File: src/rtl/detector_colision_if.sv
// rtl/detector_colision_if.sv - signal bundle between the game logic and the collision detector
// Purpose: groups the game-state, obstacle and hero inputs with the
//          collision/score outputs of detector_colision.
// Signals:
//   presente       3  current game state (master -> slave)
//   clk_obstaculos 1  slow obstacle clock (master -> slave)
//   display_obs    7  hero-side obstacle digit segments (master -> slave)
//   heroe          7  hero segment pattern (master -> slave)
//   choque         1  one-clk pulse per counted collision (slave -> master)
//   vidas          2  remaining lives (slave -> master)
//   puntos         8  BCD score {tens, units} (slave -> master)
//   invulnerable   1  hits currently ignored (slave -> master)
//   gano           1  sticky win flag (slave -> master)
//   perdio         1  sticky loss flag (slave -> master)
interface detector_colision_if;
  logic [2:0] presente;
  logic       clk_obstaculos;
  logic [6:0] display_obs;
  logic [6:0] heroe;
  logic       choque;
  logic [1:0] vidas;
  logic [7:0] puntos;
  logic       invulnerable;
  logic       gano;
  logic       perdio;

  modport master (
    output presente, clk_obstaculos, display_obs, heroe,
    input  choque, vidas, puntos, invulnerable, gano, perdio
  );

  modport slave (
    input  presente, clk_obstaculos, display_obs, heroe,
    output choque, vidas, puntos, invulnerable, gano, perdio
  );
endinterface

File: src/rtl/detector_colision.sv
// rtl/detector_colision.sv - obstacle collision detector with lives and BCD score
// Purpose: once per clk_obstaculos period, checks the obstacle digit against
//          the hero pattern, charges lives on hits, scores passes in BCD and
//          raises sticky win/loss flags for the game state machine.
// Ports:
//   clk  1  system clock
//   rst  1  asynchronous reset, active-high
//   bus     detector_colision_if.slave (see interface file for signals)
module detector_colision #(
  parameter int         VIDAS     = 3,
  parameter int         INV_TICKS = 2,
  parameter logic [7:0] META      = 8'h20,
  parameter logic [2:0] OFF       = 3'd0,
  parameter logic [2:0] WLCM      = 3'd1,
  parameter logic [2:0] CH        = 3'd2,
  parameter logic [2:0] GAME      = 3'd3,
  parameter logic [2:0] WL        = 3'd4,
  parameter logic [2:0] PA        = 3'd5
) (
  input logic          clk,
  input logic          rst,
  detector_colision_if.slave bus
);

  typedef enum logic [1:0] {INIT, JUGANDO, INVULN, FIN} state_t;

  state_t     state_q, state_d;
  logic [1:0] vidas_q, vidas_d;
  logic [7:0] puntos_q, puntos_d;
  logic [1:0] cnt_q, cnt_d;
  logic       gano_q, gano_d;
  logic       perdio_q, perdio_d;
  logic       choque_q, choque_d;

  // [0],[1]: synchronizer; [2]: previous synchronized level for edge detect
  logic [2:0] sync_q;
  logic       tick;
  logic       eval_q;
  logic [6:0] obs_q, heroe_q;
  logic       hit, pass;
  logic [7:0] puntos_inc;

  assign tick = sync_q[1] & ~sync_q[2];

  always_ff @(posedge clk or posedge rst) begin
    if (rst) begin
      sync_q  <= 3'b000;
      eval_q  <= 1'b0;
      obs_q   <= 7'h00;
      heroe_q <= 7'h00;
    end else begin
      sync_q <= {sync_q[1:0], bus.clk_obstaculos};
      // Ticks outside GAME are dropped here rather than queued
      eval_q <= tick && (bus.presente == GAME);
      if (tick) begin
        obs_q   <= bus.display_obs;
        heroe_q <= bus.heroe;
      end
    end
  end

  assign hit  = eval_q && ((obs_q & heroe_q) != 7'h00);
  assign pass = eval_q && (obs_q != 7'h00) && !hit;

  always_comb begin
    puntos_inc = puntos_q;
    if (puntos_q[3:0] == 4'd9) puntos_inc = {puntos_q[7:4] + 4'd1, 4'd0};
    else                       puntos_inc = {puntos_q[7:4], puntos_q[3:0] + 4'd1};
  end

  always_ff @(posedge clk or posedge rst) begin
    if (rst) begin
      state_q  <= INIT;
      vidas_q  <= 2'(VIDAS);
      puntos_q <= 8'h00;
      cnt_q    <= 2'd0;
      gano_q   <= 1'b0;
      perdio_q <= 1'b0;
      choque_q <= 1'b0;
    end else begin
      state_q  <= state_d;
      vidas_q  <= vidas_d;
      puntos_q <= puntos_d;
      cnt_q    <= cnt_d;
      gano_q   <= gano_d;
      perdio_q <= perdio_d;
      choque_q <= choque_d;
    end
  end

  always_comb begin
    state_d  = state_q;
    vidas_d  = vidas_q;
    puntos_d = puntos_q;
    cnt_d    = cnt_q;
    gano_d   = gano_q;
    perdio_d = perdio_q;
    choque_d = 1'b0;
    case (bus.presente)
      OFF, WLCM, CH: begin
        state_d  = INIT;
        vidas_d  = 2'(VIDAS);
        puntos_d = 8'h00;
        cnt_d    = 2'd0;
        gano_d   = 1'b0;
        perdio_d = 1'b0;
      end
      GAME: begin
        case (state_q)
          INIT: state_d = JUGANDO;
          JUGANDO: begin
            if (hit) begin
              vidas_d  = vidas_q - 2'd1;
              choque_d = 1'b1;
              if (vidas_q == 2'd1) begin
                perdio_d = 1'b1;
                state_d  = FIN;
              end else begin
                cnt_d   = 2'(INV_TICKS);
                state_d = INVULN;
              end
            end else if (pass) begin
              puntos_d = puntos_inc;
              if (puntos_inc == META) begin
                gano_d  = 1'b1;
                state_d = FIN;
              end
            end
          end
          INVULN: begin
            if (eval_q) begin
              cnt_d = cnt_q - 2'd1;
              if (cnt_q == 2'd1) state_d = JUGANDO;
              if (pass) begin
                puntos_d = puntos_inc;
                // A win ends the game even while invulnerable
                if (puntos_inc == META) begin
                  gano_d  = 1'b1;
                  state_d = FIN;
                end
              end
            end
          end
          default: ;
        endcase
      end
      WL, PA: ;
      default: ;
    endcase
  end

  assign bus.choque       = choque_q;
  assign bus.vidas        = vidas_q;
  assign bus.puntos       = puntos_q;
  assign bus.invulnerable = (state_q == INVULN);
  assign bus.gano         = gano_q;
  assign bus.perdio       = perdio_q;

endmodule

File: src/flat_wrapper.sv
// flat-port wrapper written by rule: the top's interface ports become plain ports
module detector_colision_flat 
#(
  parameter int         VIDAS     = 3,
  parameter int         INV_TICKS = 2,
  parameter logic [7:0] META      = 8'h20,
  parameter logic [2:0] OFF       = 3'd0,
  parameter logic [2:0] WLCM      = 3'd1,
  parameter logic [2:0] CH        = 3'd2,
  parameter logic [2:0] GAME      = 3'd3,
  parameter logic [2:0] WL        = 3'd4,
  parameter logic [2:0] PA        = 3'd5
)
  (clk, rst, bus_presente, bus_clk_obstaculos, bus_display_obs, bus_heroe, bus_choque, bus_vidas, bus_puntos, bus_invulnerable, bus_gano, bus_perdio);
  detector_colision_if bus_i ();
  input logic clk;
  input logic rst;
  input wire logic [$bits(bus_i.presente)-1:0] bus_presente;
  input wire logic [$bits(bus_i.clk_obstaculos)-1:0] bus_clk_obstaculos;
  input wire logic [$bits(bus_i.display_obs)-1:0] bus_display_obs;
  input wire logic [$bits(bus_i.heroe)-1:0] bus_heroe;
  output wire logic [$bits(bus_i.choque)-1:0] bus_choque;
  output wire logic [$bits(bus_i.vidas)-1:0] bus_vidas;
  output wire logic [$bits(bus_i.puntos)-1:0] bus_puntos;
  output wire logic [$bits(bus_i.invulnerable)-1:0] bus_invulnerable;
  output wire logic [$bits(bus_i.gano)-1:0] bus_gano;
  output wire logic [$bits(bus_i.perdio)-1:0] bus_perdio;
  assign bus_i.presente = bus_presente;
  assign bus_i.clk_obstaculos = bus_clk_obstaculos;
  assign bus_i.display_obs = bus_display_obs;
  assign bus_i.heroe = bus_heroe;
  assign bus_choque = bus_i.choque;
  assign bus_vidas = bus_i.vidas;
  assign bus_puntos = bus_i.puntos;
  assign bus_invulnerable = bus_i.invulnerable;
  assign bus_gano = bus_i.gano;
  assign bus_perdio = bus_i.perdio;
  detector_colision #(.VIDAS(VIDAS), .INV_TICKS(INV_TICKS), .META(META), .OFF(OFF), .WLCM(WLCM), .CH(CH), .GAME(GAME), .WL(WL), .PA(PA)) u_core (.clk(clk), .rst(rst), .bus(bus_i));
endmodule
File: config.mk
export PLATFORM = sky130hd
export DESIGN_NAME = detector_colision_flat
export DESIGN_NICKNAME = d
export VERILOG_FILES = /design/src/rtl/detector_colision_if.sv /design/src/rtl/detector_colision.sv /design/src/flat_wrapper.sv
export SDC_FILE = /design/constraint.sdc
export NUM_CORES = 1
export LEC_CHECK = 0
export CORE_UTILIZATION = 45
export CTS_CLUSTER_DIAMETER = 30
export DETAILED_ROUTE_END_ITERATION = 7
export GPL_TIMING_DRIVEN = 1
export PLACE_DENSITY = 0.71
export SLEW_MARGIN = 10
export SYNTH_ARGS = -nofsm -noshare
export SYNTH_HDL_FRONTEND = slang
export SYNTH_SLANG_ARGS = --single-unit
File: constraint.sdc
create_clock -name clk -period 2.35 [get_ports clk]
set_input_delay 0.47 -clock clk [delete_from_list [all_inputs] [get_ports clk]]
set_output_delay 0.47 -clock clk [all_outputs]
set_load 0.1 [all_outputs]
==> summary.txt <==
Status = finished clean
Final Total Pwr = 1.280 mW
Synth warn = 0
Max Used Layer = met4
Global Route Usage Sum = 20.25%
Crit-path max FO = 6
Commonest non-fill, non-tap cell in the layout = buf_4
Most area-hungry cell type in the Yosys netlist = dfrtp_1
Port Buf Inserts = 33
Total power density per cell area = 536.2 nW/um^2
MaxCap Viol Count = 0
I/O Pins = 34
Die area = 4238 sq um
# nets final = 238
Element type at the critical path end = register
Initial Util = 47.86%
Slew headroom = 71.53%
VDD IR max = 0.0004060 V
Final setup viols = 0
Finished Cell Area = 2387 sq um
CTS Buffer Depth = 2
Vias in the first global route = 1389
Seq. cell area = 894.6 sq um
Root Buffer = clkbuf_8
Grt ovf = 0
Sequential area share after synthesis = 49.02%
Syn Area/Cell = 11.20 sq um
Initial DRC Count = 111
Synth Flop Type = dfrtp_1
Crit path max-delay family = simple AND/OR/NAND/NOR gates
Clock latency at the later pin of the worst-skew pair = 0.30 ns
Crit path kind = reg -> reg
EDFF count, synth = 0
Post-route insts no fill = 259
Gpl congestion = 0.9048
Syn_nets = 188
Fmax = 0.4540 GHz
# H-tree levels = 2
Core ar. = 3744 sq um
Share of layout cells above drive strength 1 = 33.65%
Worst slack, placed = 0.06534 ns
Antenna violations before repair = 0
Metal1 wirelength = 1.759 mm
Clock skew = 0.005657 ns
Setup ws final = 0.1475 ns
Ys async rst share = 100.0%
Most frequent cells in the layout = buf_4 (29), dfrtp_1 (26), clkdlybuf4s50_1 (19)
Area fraction of the dominant cell type after synthesis = 46.09%
Crit path max-delay cell type = dfrtp_4
Seq cells post-synth = 35
Hold Slack = 0.3608 ns
Util after Layout = 63.77%
Fin crit share = 93.72%
Synth unique cells = 44
ANT nets after route = 0
WL met2 = 1.839 mm
Num rows = 22
Inserted Diodes = 0
Multi-input logic area = 905.9 sq um
Post-Syn Area = 1792 sq um
Leakage Power = 1.029 nW
CTS tree = built
Layout area overhead = 33.24%
Average wire per standard cell = 14.75 microns
Dpl cell area = 2261 sq um
Die Height = 65.10 microns
DP Cell Count = 250
Metal3 WL = 139 microns
Dpl hpwl = 2.829 mm
Mapped Cells = 160
Pre-antenna DRT Iters = 4
Cts bufs inserted = 5
Top post-synthesis cells by area = dfrtp_1 (46%), mux2_2 (9.4%), ha_1 (5.6%)
CP Launch Type = register
Req. time, crit path = 2.57 ns
RSZ-0062 raised after global routing = no
DRC viols = 0
Critical Path AT = 2.42 ns
Pins Over Slew Limit = 0
Fillcell total = 301
Largest stage delay, worst path = 0.50 ns
Reg clk slew, reported paths = 0.07 ns
Critical path buffers and inverters = 1
DIE WIDTH = 65.10 microns
DR vias/cell = 5.382
CP Cell Sequence = inv_1, ha_2, and3b_1, and3_1, o211ai_1, or3_4, a221oi_4, mux2i_1
Slew @ Worst Pin = 0.4266 ns
Fin crit period = 2.203 ns
Fin. Hold Viols = 0
Hold Path Class = reg -> reg
WL final = 3.819 mm
Largest net degree at the start of global routing = 18
First-pass GRT wire length = 6.334 mm
Setup TNS = 0 ns
# clock sinks = 35
Via Count = 1394
-- cell families after synthesis --
logic type	Yosys count	synth area share [%]
xor+xnor	2	0.9778
mux	19	11.66
flops	35	49.02
buf+inv	13	2.793
simple gates	48	14.95
fa+ha+maj	8	5.587
compound gates	35	15.01
-- synth_stat cells, drive strengths merged, types with 3 or more instances --
| cell | count |
|---|---|
| nand2 | 8 |
| nor2 | 11 |
| mux2i | 4 |
| o21ai | 9 |
| nand4b | 3 |
| and2 | 3 |
| nand2b | 3 |
| nand3 | 4 |
| nor3 | 4 |
| clkbuf | 4 |
| or3 | 3 |
| ha | 8 |
| a21oi | 7 |
| inv | 8 |
| mux2 | 15 |
| dfrtp | 33 |
-- report_power, final --
| part | internal, mW | total (mW) | leakage, nW | switching, mW |
|---|---|---|---|---|
| Combinational | 0.0970 | 0.173 | 0.559 | 0.0758 |
| Clock | 0.206 | 0.436 | 0.0402 | 0.230 |
| Sequential | 0.644 | 0.672 | 0.430 | 0.0280 |
-- sequential cells by signal, indices dropped and copies added, names as in the netlist --
name,flops
u_core.obs_q,7
u_core.bus.perdio,1
u_core.cnt_q,2
u_core.heroe_q,7
u_core.bus.vidas,2
u_core.state_q,2
u_core.bus.choque,1
u_core.sync_q,3
u_core.bus.puntos,8
u_core.eval_q,1
u_core.bus.gano,1
-- final cells by class --
class	count	area share [%]
tap	48	2.516
inverter	8	1.258
clock inverter	3	0.8386
clock buffer	5	2.883
timing repair buffer	48	17.09
multi-input combinational	112	37.95
sequential	35	37.47
-- final timing paths --
check | from | to | slack [ns] | cells past startpoint
min reg2reg | u_core.sync_q[0] | u_core.sync_q[1] | 0.36 | 0
max reg2reg | u_core.bus.puntos[1] | u_core.state_q[1] | 0.15 | 8
min in group asynchronous | rst | u_core.bus.puntos[2] | 0.46 | 2
max in group asynchronous | rst | u_core.heroe_q[1] | 1.31 | 3
max | u_core.bus.puntos[1] | u_core.state_q[1] | 0.15 | 8
min | u_core.sync_q[0] | u_core.sync_q[1] | 0.36 | 0
-- timing repair --
action                                  in CTS  in global routing
buffers inserted                             0                  1
endpoints found under the setup margin       0                  2
hold buffers                                 0                  0
gates resized for setup                      0                  5
-- layer usage --
layer  vias to the layer above  GRT usage [%]
met3                         7          4.340
li1                        684              -
met5                         -              0
met1                       674          25.82
met4                         0          9.783
met2                        29          32.68
Note: power is estimated with default switching activity, not from simulation.
